===== src/rtl/shifter_pkg.sv =====
// Shared types for the pipelined ARM shifter: shift ops, decoded result kinds,
// the per-stage control payload and the mux-level split helper.
package shifter_pkg;

    localparam int unsigned AMT_WIDTH  = 8;
    // Enough amount bits for the widest supported datapath (128 -> 7 levels).
    localparam int unsigned MAX_LEVELS = 7;

    typedef enum logic [1:0] {
        SH_LSL = 2'b00,
        SH_LSR = 2'b01,
        SH_ASR = 2'b10,
        SH_ROR = 2'b11
    } sh_op_e;

    // How the final stage forms the result once the mux levels are done.
    typedef enum logic [2:0] {
        NORMAL = 3'd0,
        ZERO   = 3'd1,
        FILL   = 3'd2,
        PASS   = 3'd3,
        RRX    = 3'd4
    } sh_kind_e;

    // Control payload travelling alongside the data word.
    typedef struct packed {
        sh_kind_e               kind;
        sh_op_e                 op;
        logic                   fill;   // ASR sign / RRX carry-in / FILL value
        logic                   carry;  // carry-out, fully resolved at decode
        logic [MAX_LEVELS-1:0]  amt;    // effective amount, zero unless NORMAL
    } shCtrl_t;

    // First mux level owned by stage k; later stages absorb the remainder.
    function automatic int unsigned levelLo(input int unsigned k,
                                            input int unsigned levels,
                                            input int unsigned stages);
        int unsigned base;
        int unsigned extra;
        int unsigned lo;
        base  = levels / stages;
        extra = levels % stages;
        lo    = k * base;
        if (k > stages - extra) begin
            lo = lo + (k - (stages - extra));
        end
        return lo;
    endfunction

endpackage


===== src/rtl/shift_stage.sv =====
// One pipeline stage of the shifter: mux levels [LO, HI) plus valid/data
// registers. The LAST stage also forms the final result from the decoded kind.
// Ports: clk/rst_n; flush clears valid; advance loads the stage; prev* is the
// upstream payload; *Q are the registered outputs.
module shift_stage
    import shifter_pkg::*;
#(
    parameter int unsigned WIDTH = 32,
    parameter int unsigned LO    = 0,
    parameter int unsigned HI    = 1,
    parameter bit          LAST  = 1'b0
) (
    input  logic             clk,
    input  logic             rst_n,
    input  logic             flush,
    input  logic             advance,
    input  logic             prevValid,
    input  shCtrl_t          prevCtrl,
    input  logic [WIDTH-1:0] prevData,
    output logic             validQ,
    output shCtrl_t          ctrlQ,
    output logic [WIDTH-1:0] dataQ
);

    logic [WIDTH-1:0] shifted;
    logic [WIDTH-1:0] result;

    // Barrel levels owned by this stage; level lvl moves by 2**lvl.
    always_comb begin
        shifted = prevData;
        for (int unsigned lvl = LO; lvl < HI; lvl++) begin
            if (prevCtrl.amt[3'(lvl)]) begin
                case (prevCtrl.op)
                    SH_LSL: shifted = shifted << (1 << lvl);
                    SH_LSR: shifted = shifted >> (1 << lvl);
                    SH_ASR: shifted = (shifted >> (1 << lvl))
                                    | ({WIDTH{prevCtrl.fill}} & ~({WIDTH{1'b1}} >> (1 << lvl)));
                    SH_ROR: shifted = (shifted >> (1 << lvl))
                                    | (shifted << (WIDTH - (1 << lvl)));
                    default: ;
                endcase
            end
        end
    end

    // Special-case kinds carry amount 0, so shifted is still the operand here.
    always_comb begin
        result = shifted;
        if (LAST) begin
            case (prevCtrl.kind)
                ZERO:    result = '0;
                FILL:    result = {WIDTH{prevCtrl.fill}};
                RRX:     result = {prevCtrl.fill, shifted[WIDTH-1:1]};
                default: ;
            endcase
        end
    end

    // Stage registers; data only loads with a valid op so stalled outputs hold.
    always_ff @(posedge clk or negedge rst_n) begin
        if (!rst_n) begin
            validQ <= 1'b0;
            ctrlQ  <= '0;
            dataQ  <= '0;
        end else begin
            if (flush) begin
                validQ <= 1'b0;
            end else if (advance) begin
                validQ <= prevValid;
            end
            if (advance && prevValid) begin
                ctrlQ <= prevCtrl;
                dataQ <= result;
            end
        end
    end

endmodule


===== src/rtl/pipelined_shifter.sv =====
// Pipelined ARM data-processing shifter (LSL/LSR/ASR/ROR/RRX, immediate and
// register amounts) with valid/ready handshake and STAGES register stages.
// Ports: CLK/RESETn; flush; in_valid/in_ready with Sh, ShImm, ShAmt, ShIn,
// current_CFlag; out_valid/out_ready with ShOut, Shifter_carryOut.
module pipelined_shifter
    import shifter_pkg::*;
#(
    parameter int unsigned WIDTH  = 32,
    parameter int unsigned STAGES = 2
) (
    input  logic                 CLK,
    input  logic                 RESETn,
    input  logic                 flush,
    input  logic                 in_valid,
    output logic                 in_ready,
    input  logic [1:0]           Sh,
    input  logic                 ShImm,
    input  logic [AMT_WIDTH-1:0] ShAmt,
    input  logic [WIDTH-1:0]     ShIn,
    input  logic                 current_CFlag,
    output logic                 out_valid,
    input  logic                 out_ready,
    output logic [WIDTH-1:0]     ShOut,
    output logic                 Shifter_carryOut
);

    localparam int unsigned LW = $clog2(WIDTH);
    localparam logic [AMT_WIDTH:0] W_AMT = (AMT_WIDTH+1)'(WIDTH);

    logic [STAGES:0]  vld;
    shCtrl_t          ctrl [STAGES+1];
    logic [WIDTH-1:0] data [STAGES+1];
    logic [STAGES-1:0] adv;
    logic             readyEn;

    logic [LW-1:0]    n;
    logic [LW-1:0]    negN;
    logic [LW-1:0]    nMinus1;
    logic             carryNormal;
    logic [AMT_WIDTH:0] amtExt;
    shCtrl_t          dec;
    logic [$bits(shCtrl_t)-2:0] unusedCtrl;

    // Hold in_ready low until the first edge after reset release.
    always_ff @(posedge CLK or negedge RESETn) begin
        if (!RESETn) begin
            readyEn <= 1'b0;
        end else begin
            readyEn <= 1'b1;
        end
    end

    assign in_ready = readyEn & adv[0];

    assign n       = ShAmt[LW-1:0];
    assign negN    = LW'(0) - n;
    assign nMinus1 = n - LW'(1);
    assign amtExt  = {1'b0, ShAmt};
    // Every in-range amount (imm n, reg a<W, ROR a mod W) equals n here.
    assign carryNormal = (Sh == SH_LSL) ? ShIn[negN] : ShIn[nMinus1];

    // Classify the operation; carry-out is fully resolved here.
    always_comb begin
        dec       = '0;
        dec.op    = sh_op_e'(Sh);
        dec.kind  = PASS;
        dec.fill  = ShIn[WIDTH-1];
        dec.carry = current_CFlag;
        if (ShImm) begin
            if (n != '0) begin
                dec.kind  = NORMAL;
                dec.carry = carryNormal;
            end else begin
                case (dec.op)
                    SH_LSL: dec.kind = PASS;
                    SH_LSR: begin dec.kind = ZERO; dec.carry = ShIn[WIDTH-1]; end
                    SH_ASR: begin dec.kind = FILL; dec.carry = ShIn[WIDTH-1]; end
                    SH_ROR: begin
                        dec.kind  = RRX;
                        dec.fill  = current_CFlag;
                        dec.carry = ShIn[0];
                    end
                    default: ;
                endcase
            end
        end else if (ShAmt != '0) begin
            if (amtExt < W_AMT) begin
                dec.kind  = NORMAL;
                dec.carry = carryNormal;
            end else begin
                case (dec.op)
                    SH_LSL: begin
                        dec.kind  = ZERO;
                        dec.carry = (amtExt == W_AMT) ? ShIn[0] : 1'b0;
                    end
                    SH_LSR: begin
                        dec.kind  = ZERO;
                        dec.carry = (amtExt == W_AMT) ? ShIn[WIDTH-1] : 1'b0;
                    end
                    SH_ASR: begin dec.kind = FILL; dec.carry = ShIn[WIDTH-1]; end
                    SH_ROR: begin
                        if (n != '0) begin
                            dec.kind  = NORMAL;
                            dec.carry = carryNormal;
                        end else begin
                            dec.kind  = PASS;
                            dec.carry = ShIn[WIDTH-1];
                        end
                    end
                    default: ;
                endcase
            end
        end
        dec.amt = (dec.kind == NORMAL) ? MAX_LEVELS'(n) : '0;
    end

    assign vld[0]  = in_valid & in_ready;
    assign ctrl[0] = dec;
    assign data[0] = ShIn;

    for (genvar k = 0; k < STAGES; k++) begin : g_stage
        // Stage k moves when any downstream slot is free or the consumer takes.
        assign adv[k] = out_ready | ~(&vld[STAGES:k+1]);

        shift_stage #(
            .WIDTH (WIDTH),
            .LO    (levelLo(k, LW, STAGES)),
            .HI    (levelLo(k + 1, LW, STAGES)),
            .LAST  (k == STAGES - 1)
        ) uStage (
            .clk       (CLK),
            .rst_n     (RESETn),
            .flush     (flush),
            .advance   (adv[k]),
            .prevValid (vld[k]),
            .prevCtrl  (ctrl[k]),
            .prevData  (data[k]),
            .validQ    (vld[k+1]),
            .ctrlQ     (ctrl[k+1]),
            .dataQ     (data[k+1])
        );
    end

    assign out_valid        = vld[STAGES];
    assign ShOut            = data[STAGES];
    assign Shifter_carryOut = ctrl[STAGES].carry;
    assign unusedCtrl       = {ctrl[STAGES].kind, ctrl[STAGES].op,
                               ctrl[STAGES].fill, ctrl[STAGES].amt};

endmodule


===== config.mk =====
export PLATFORM = sky130hd
export DESIGN_NAME = pipelined_shifter
export DESIGN_NICKNAME = d
export VERILOG_FILES = /design/src/rtl/shifter_pkg.sv /design/src/rtl/shift_stage.sv /design/src/rtl/pipelined_shifter.sv
export SDC_FILE = /design/constraint.sdc
export NUM_CORES = 1
export LEC_CHECK = 0
export BUFFER_PORTS_ARGS = -buffer_cell sky130_fd_sc_hd__buf_2
export CAP_MARGIN = 20
export CORE_MARGIN = 4
export CORE_UTILIZATION = 40
export DETAILED_ROUTE_END_ITERATION = 7
export SETUP_SLACK_MARGIN = 0.2
export SLEW_MARGIN = 20
export SYNTH_ARGS = -nofsm -noshare
export SYNTH_HDL_FRONTEND = slang
export SYNTH_SLANG_ARGS = --single-unit

===== constraint.sdc =====
create_clock -name CLK -period 2.6 [get_ports CLK]
set_clock_uncertainty 0.1 [all_clocks]
set_input_delay 0.52 -clock CLK [delete_from_list [all_inputs] [get_ports CLK]]
set_output_delay 0.52 -clock CLK [all_outputs]
set_load 0.1 [all_outputs]

After elaboration in Yosys (flattened, before gate mapping)
Index checks and enable logic that the tools add are counted.
{ "op_classes": {"addsub": 2, "magnitude_cmp": 3, "eq_ne": 10, "muxes": 40, "n_bitwise": 16, "reduce_logical": 12} }
{ "ops": {"columns": ["operator", "count"], "rows": [
  ["$pmux W32 S4", 5],
  ["$mux W32", 5],
  ["$pmux W32 S3", 1],
  ["$or A16 B32 Y32", 2],
  ["$or A24 B32 Y32", 2],
  ["$or A28 B32 Y32", 2],
  ["$or A30 B32 Y32", 2],
  ["$or A31 B32 Y32", 2],
  ["$mux W1", 17],
  ["$lt A5 B6 Y1 const B", 2],
  ["$mux W3", 4],
  ["$pmux W3 S4", 1],
  ["$bmux W1 S5", 2],
  ["$pmux W3 S3", 1],
  ["$eq A2 B2 Y1 const B", 4],
  ["$eq A8 B6 Y1 const B", 1],
  ["$lt A8 B6 Y1 const B", 1],
  ["$reduce_bool A8 Y1", 1],
  ["$mux W5", 1],
  ["$reduce_bool A5 Y1", 1],
  ["$sub A1 B5 Y5 const A", 1],
  ["$sub A5 B1 Y5 const B", 1],
  ["$eq A2 B1 Y1 const B", 2],
  ["$logic_not A2 Y1", 2],
  ["14 further kinds", 20]
]} }
{ "totals": {"ff_bits": 80, "in_bits": 49, "wordCells": 94} }

Logic depth before layout (Yosys ltp)
{ "logic_depth": {"depth_word": 12, "depth_mapped": 14} }

Cells and area by module
From an unflattened synthesis, not the netlist that was laid out.
{ "hier_totals": {"cells_unflattened": 1190, "hier_area_um2": 9225.1} }
{ "by_module_without_submodules": {"columns": ["mod", "n_inst", "cells_each", "area_each_um2", "seq_area_each_um2"], "rows": [
  ["shift_stage at g_stage[1].uStage", 1, 623, 4595.7, 1176.1],
  ["shift_stage at g_stage[0].uStage", 1, 427, 3444.6, 1176.1],
  ["pipelined_shifter", 1, 140, 1184.9, 25.0]
]} }

Worst setup path after synthesis
Ideal clock, no wire load.
{ "synth_timing": {"path_type": "input to register", "from": "input ShAmt[0]", "to": "register g_stage[0].uStage.dataQ[11]", "arrival_time_ns": 3.129, "path_slack_ns": -0.755, "cell_stages": 14, "cell_sequence": "buf_2 -> inv_1 -> ha_1 -> nor3b_1 -> ha_1 -> a21o_1 -> or2_1 -> a211oi_2 -> nand3_2 -> buf_6 -> buf_2 -> a21oi_1 -> o32ai_1 -> a221o_1"} }
{ "synth_via": {"elab_chain_len": 12, "elab_cells_between_ends": 16, "classes_between": "1 x order compare; 10 x mux; 2 x bitwise; 3 x reduce/logical"} }
{ "synth_rtl": {"columns": ["item", "line", "rtl"], "rows": [
  ["start: declaration", "pipelined_shifter.sv:18", "input logic [AMT_WIDTH-1:0] ShAmt,"],
  ["branches (longest 7 deep; another with $lt A8 B6 Y1)", null, null],
  ["$mux W5 (*)", "pipelined_shifter.sv:114", "dec.amt = (dec.kind == NORMAL) ? MAX_LEVELS'(n) : '0;"],
  ["$mux W32", "shift_stage.sv:32", "if (prevCtrl.amt[3'(lvl)]) begin"],
  ["$or A30 B32 Y32, on equally long branches", "shift_stage.sv:39, shift_stage.sv:37", null],
  ["$pmux W32 S4", "shift_stage.sv:33", "case (prevCtrl.op)"],
  ["$mux W32 (*)", "shift_stage.sv:32", null],
  ["end signal: assignment", "shift_stage.sv:73", "dataQ <= result;"],
  ["end: declaration", "shift_stage.sv:22", "output logic [WIDTH-1:0] dataQ"]
]} }
Mark *: on every way between the ends. The select of a mux whose other input is x is not followed.
A chain may end at the register's enable or synchronous reset.

Worst setup path after layout
{ "layout_timing": {"from": "input ShAmt[1]", "to": "register g_stage[0].uStage.dataQ[10]"} }
The elaborated chain is that of the path after synthesis.

==> flow_results.xml <==
<?xml version="1.0" encoding="UTF-8"?>
<metrics>
  <group name="layout">
    <metric name="stdcell_area" unit="um2">11280</metric>
    <metric name="final-instance-count-excl-fill" unit="">1434</metric>
    <metric name="area_growth" unit="%">39.50</metric>
    <metric name="antenna_cells" unit="">0</metric>
    <metric name="filler_cells" unit="">1737</metric>
    <metric name="layout.nets" unit="">1219</metric>
    <metric name="final_layout_size_suffix_gt1_share" unit="%">43.03</metric>
  </group>
  <group name="sta">
    <metric name="final_layout_setup_total_negative_slack" unit="ns">-7.171</metric>
    <metric name="grt_setup_unrepaired" unit="">yes</metric>
    <metric name="final.hold.worst_slack" unit="ns">0.008836</metric>
    <metric name="hold_viol_final" unit="">0</metric>
    <metric name="worst_max_slew_pin_slew" unit="ns">0.6713</metric>
    <metric name="final_max_slew_viol_count" unit="">0</metric>
    <metric name="final_min_period_over_clock_period" unit="%">110.7</metric>
    <metric name="upper_clock_frequency_limit" unit="MHz">347.4</metric>
    <metric name="finalWorstSetupSlack" unit="ns">-0.2785</metric>
    <metric name="report.final.setup_viol" unit="">32</metric>
    <metric name="period_needed" unit="ns">2.878</metric>
    <metric name="headroom_to_the_max_slew_limit" unit="%">55.08</metric>
  </group>
  <group name="floorplan">
    <metric name="io_pins" unit="">84</metric>
    <metric name="dieArea" unit="um2">22550</metric>
    <metric name="die_width" unit="um">150.2</metric>
    <metric name="initial_core_utilization" unit="%">41.13</metric>
    <metric name="die_height" unit="um">150.2</metric>
    <metric name="floorplan.core_area" unit="um2">19650</metric>
    <metric name="rows" unit="">51</metric>
  </group>
  <group name="route">
    <metric name="drc" unit="">0</metric>
    <metric name="vias" unit="">9400</metric>
    <metric name="wl" unit="um">32260</metric>
    <metric name="first_iter_violations" unit="">1167</metric>
    <metric name="wl_per_cell" unit="um">22.50</metric>
    <metric name="route.detailed.vias_per_inst" unit="">6.555</metric>
    <metric name="drt_first_pass_iters" unit="">6</metric>
    <metric name="drtAntennaViolNets" unit="">0</metric>
  </group>
  <group name="synthesis">
    <metric name="post_synth_inst_count" unit="">1021</metric>
    <metric name="ys.flop_type" unit="">sky130_fd_sc_hd__dfrtp_1</metric>
    <metric name="synth_simple_gate_area_share" unit="%">17.89</metric>
    <metric name="synth_top_family_by_area" unit="">compound AO/OA/AOI/OAI gates</metric>
    <metric name="synth_top_area_share" unit="%">24.15</metric>
    <metric name="synth_area_leaders" unit="">sky130_fd_sc_hd__dfrtp_1 24%, sky130_fd_sc_hd__mux4_2 6.4%, sky130_fd_sc_hd__mux2i_1 5.8%</metric>
    <metric name="synth-seq-cells" unit="">78</metric>
    <metric name="synth_top_area_cell" unit="">sky130_fd_sc_hd__dfrtp_1</metric>
    <metric name="synth-seq-area-share" unit="%">24.15</metric>
    <metric name="synth_cell_types" unit="">75</metric>
    <metric name="area_of_the_mapped_netlist" unit="um2">8083</metric>
    <metric name="synth_xor_area_share" unit="%">0.5418</metric>
    <metric name="async_flop_share" unit="%">100.0</metric>
    <metric name="synth_fa_ha_area_share" unit="%">0.9288</metric>
    <metric name="synth.mux.area_fraction" unit="%">13.48</metric>
    <metric name="synthesis.area_per_instance" unit="um2">7.917</metric>
    <metric name="synth_compound_gate_area_share" unit="%">33.51</metric>
    <metric name="syn-num-nets" unit="">1076</metric>
    <metric name="post_synth_edffs" unit="">0</metric>
    <metric name="synth_warnings" unit="">0</metric>
  </group>
  <group name="place">
    <metric name="placed_cells_incl_taps" unit="">1374</metric>
    <metric name="port_buffers" unit="">83</metric>
    <metric name="post-place-ws" unit="ns">-0.6829</metric>
    <metric name="gp_routability_congestion" unit="">0.9365</metric>
    <metric name="post_dp_cell_area" unit="um2">9503</metric>
    <metric name="dpl.hpwl" unit="um">21800</metric>
  </group>
  <group name="status">
    <metric name="run_status" unit="">complete, but fails checks</metric>
    <metric name="violations" unit="">negative setup slack</metric>
  </group>
  <group name="critical_path">
    <metric name="worstReg2RegStart" unit="">g_stage[0].uStage.ctrlQ[10]$_DFFE_PN0P_</metric>
    <metric name="crit_arrival" unit="ns">3.01</metric>
    <metric name="reg2reg_setup_slack" unit="ns">0.10</metric>
    <metric name="critical_path.max_fanout" unit="">6</metric>
    <metric name="worstRegToRegCells" unit="">9</metric>
    <metric name="required" unit="ns">2.73</metric>
    <metric name="worst-setup-path-type" unit="">in -&gt; reg</metric>
    <metric name="worstSetupEndpointType" unit="">flop</metric>
    <metric name="worstReg2RegEnd" unit="">g_stage[1].uStage.dataQ[26]$_DFFE_PN0P_</metric>
    <metric name="crit_path_start_kind" unit="">input port</metric>
  </group>
  <group name="clocking">
    <metric name="tritoncts" unit="">built</metric>
    <metric name="clk_path_buf_depth" unit="">2</metric>
    <metric name="clock_sinks" unit="">78</metric>
    <metric name="clk-insertion-delay-late" unit="ns">0.35</metric>
    <metric name="clkSlewWorstSetupHoldPaths" unit="ns">0.07</metric>
    <metric name="cts_inserted_buffers" unit="">9</metric>
    <metric name="cts.root.buffer_cell" unit="">sky130_fd_sc_hd__clkbuf_16</metric>
    <metric name="htreeDepth" unit="">3</metric>
  </group>
  <group name="global_route">
    <metric name="grt_use_total" unit="%">27.52</metric>
    <metric name="grt_pass1_vias" unit="">8667</metric>
    <metric name="pin_count_of_the_biggest_net_entering_global_routing" unit="">51</metric>
    <metric name="antenna_found_initial" unit="">0</metric>
    <metric name="grt_overflow" unit="">0</metric>
    <metric name="global_route_wire_length_before_repair" unit="um">49540</metric>
  </group>
  <group name="power_and_ir_drop">
    <metric name="pwr_density_cell" unit="nW/um2">719.9</metric>
    <metric name="power_leakage" unit="uW">0.004557</metric>
    <metric name="max_rail_drop_vdd" unit="V">0.0003696</metric>
  </group>
  <group name="run">
    <metric name="max_cap_violations" unit="">0</metric>
  </group>
  <group name="min_path">
    <metric name="min_path_type" unit="">in -&gt; async</metric>
  </group>
</metrics>
## critical path, stage by stage
cell and delay (ns):
sky130_fd_sc_hd__buf_8 0.08, sky130_fd_sc_hd__inv_4 0.03, sky130_fd_sc_hd__ha_4 0.15, sky130_fd_sc_hd__nor3b_4 0.15
sky130_fd_sc_hd__ha_4 0.17, sky130_fd_sc_hd__a21o_1 0.19, sky130_fd_sc_hd__or2_4 0.26, sky130_fd_sc_hd__a211oi_4 0.32
sky130_fd_sc_hd__buf_4 0.20, sky130_fd_sc_hd__nand2_4 0.07, sky130_fd_sc_hd__o21ai_4 0.30, sky130_fd_sc_hd__clkbuf_16 0.23
sky130_fd_sc_hd__a211oi_2 0.04, sky130_fd_sc_hd__a221o_1 0.29
## kinds of logic (layout without fill, tap and decap cells)
| kind of cell | count (synthesis) | count (layout) |
|---|---|---|
| simple gates | 311 | 313 |
| fa+ha+maj | 6 | 6 |
| buf+inv | 153 | 299 |
| flops | 78 | 78 |
| other cells | 1 | 1 |
| mux | 79 | 79 |
| compound gates | 388 | 388 |
| xor+xnor | 5 | 5 |
## cells in the final DEF, fill, tap and decap left out, types with 21 or more instances in the layout
cell,instances
sky130_fd_sc_hd__buf_4,139
sky130_fd_sc_hd__dfrtp_1,75
sky130_fd_sc_hd__a21oi_2,21
sky130_fd_sc_hd__nor3_1,22
sky130_fd_sc_hd__buf_2,80
sky130_fd_sc_hd__mux2i_1,42
sky130_fd_sc_hd__o21ai_0,48
sky130_fd_sc_hd__nor2_1,90
sky130_fd_sc_hd__mux4_2,23
sky130_fd_sc_hd__o21ai_1,22
sky130_fd_sc_hd__nand2_1,90
sky130_fd_sc_hd__a221o_1,27
sky130_fd_sc_hd__a21oi_1,41
## Yosys cell counts (5+ instances only)
cell	number
sky130_fd_sc_hd__a221oi_1	20
sky130_fd_sc_hd__buf_6	5
sky130_fd_sc_hd__or2_2	9
sky130_fd_sc_hd__dfrtp_1	78
sky130_fd_sc_hd__a311oi_1	12
sky130_fd_sc_hd__or3b_2	5
sky130_fd_sc_hd__ha_1	6
sky130_fd_sc_hd__clkbuf_1	68
sky130_fd_sc_hd__o31ai_1	10
sky130_fd_sc_hd__mux2i_1	47
sky130_fd_sc_hd__a31oi_1	24
sky130_fd_sc_hd__nor3_1	32
sky130_fd_sc_hd__a21oi_1	63
sky130_fd_sc_hd__inv_1	18
sky130_fd_sc_hd__o211ai_1	13
sky130_fd_sc_hd__buf_2	22
sky130_fd_sc_hd__o22ai_1	26
sky130_fd_sc_hd__buf_1	7
sky130_fd_sc_hd__nand3_1	16
sky130_fd_sc_hd__and2_1	11
sky130_fd_sc_hd__o221a_2	8
sky130_fd_sc_hd__o21ai_1	10
sky130_fd_sc_hd__o21ai_0	77
sky130_fd_sc_hd__a22oi_1	7
sky130_fd_sc_hd__mux4_2	23
sky130_fd_sc_hd__mux2_2	9
sky130_fd_sc_hd__o221ai_1	9
sky130_fd_sc_hd__a211o_1	8
sky130_fd_sc_hd__nor2_1	104
sky130_fd_sc_hd__o32ai_1	8
sky130_fd_sc_hd__nor3b_1	6
sky130_fd_sc_hd__nand2b_1	7
sky130_fd_sc_hd__a221o_1	27
sky130_fd_sc_hd__nor2b_1	8
sky130_fd_sc_hd__nand2_1	93
sky130_fd_sc_hd__buf_4	33
sky130_fd_sc_hd__o21bai_1	8
sky130_fd_sc_hd__a211oi_1	27
## area by class of cell
| class | instances | area, um2 | share of cell area, % |
|---|---|---|---|
| Multi-Input combinational cell | 792 | 6329 | 56.13 |
| Tap cell | 265 | 331.6 | 2.941 |
| Clock inverter | 6 | 68.82 | 0.6103 |
| Timing Repair Buffer | 265 | 2277 | 20.20 |
| Sequential cell | 78 | 1958 | 17.37 |
| Clock buffer | 10 | 239.0 | 2.119 |
| Inverter | 18 | 72.57 | 0.6436 |
## metrics by stage
step,util (%),power [uW]
after CTS,53.16,7595
after global placement,48.35,5992
final,57.37,8117
after floorplan,-,5087
after global routing,57.37,8469
after detailed placement,48.35,6008
## power breakdown
group	leakage (uW)	switching [uW]	internal (uW)	total (uW)
Clock	0.000149	561	776	1340
Sequential	0.000946	325	1500	1830
Combinational	0.00346	3250	1700	4950
## worst max-delay path by stage
stage,end,slack [ns],start
4_1_cts,g_stage[0].uStage.dataQ[12]$_DFFE_PN0P_,-0.20,ShAmt[0]
2_1_floorplan,g_stage[0].uStage.dataQ[26]$_DFFE_PN0P_,-0.44,ShAmt[0]
6_report,g_stage[0].uStage.dataQ[10]$_DFFE_PN0P_,-0.28,ShAmt[1]
3_3_place_gp,g_stage[0].uStage.dataQ[4]$_DFFE_PN0P_,-0.64,ShAmt[1]
5_1_grt,g_stage[0].uStage.dataQ[24]$_DFFE_PN0P_,-0.36,Sh[0]
3_5_place_dp,g_stage[0].uStage.dataQ[4]$_DFFE_PN0P_,-0.68,ShAmt[1]
## sequential cells by signal, indices dropped and copies added (netlist names)
signal / count
g_stage.uStage.ctrlQ: 11
g_stage.uStage.dataQ: 64
g_stage.uStage.validQ: 2
readyEn: 1
## what timing repair did
action	CTS	global route
pin swaps	28	45
gates resized for setup	79	152
setup buffers	17	15
setup endpoints to repair	51	67
hold buffers	0	0
gates cloned	8	4
hold endpoints to repair	0	0
## layer usage
layer | part of all wire, % | GRT usage, %
met3 | 8.6 | 4.485
met4 | 4.0 | 9.881
met2 | 47 | 43.30
met1 | 40 | 38.32
met5 | 0 | 0
(Power assumes the default switching activity.)
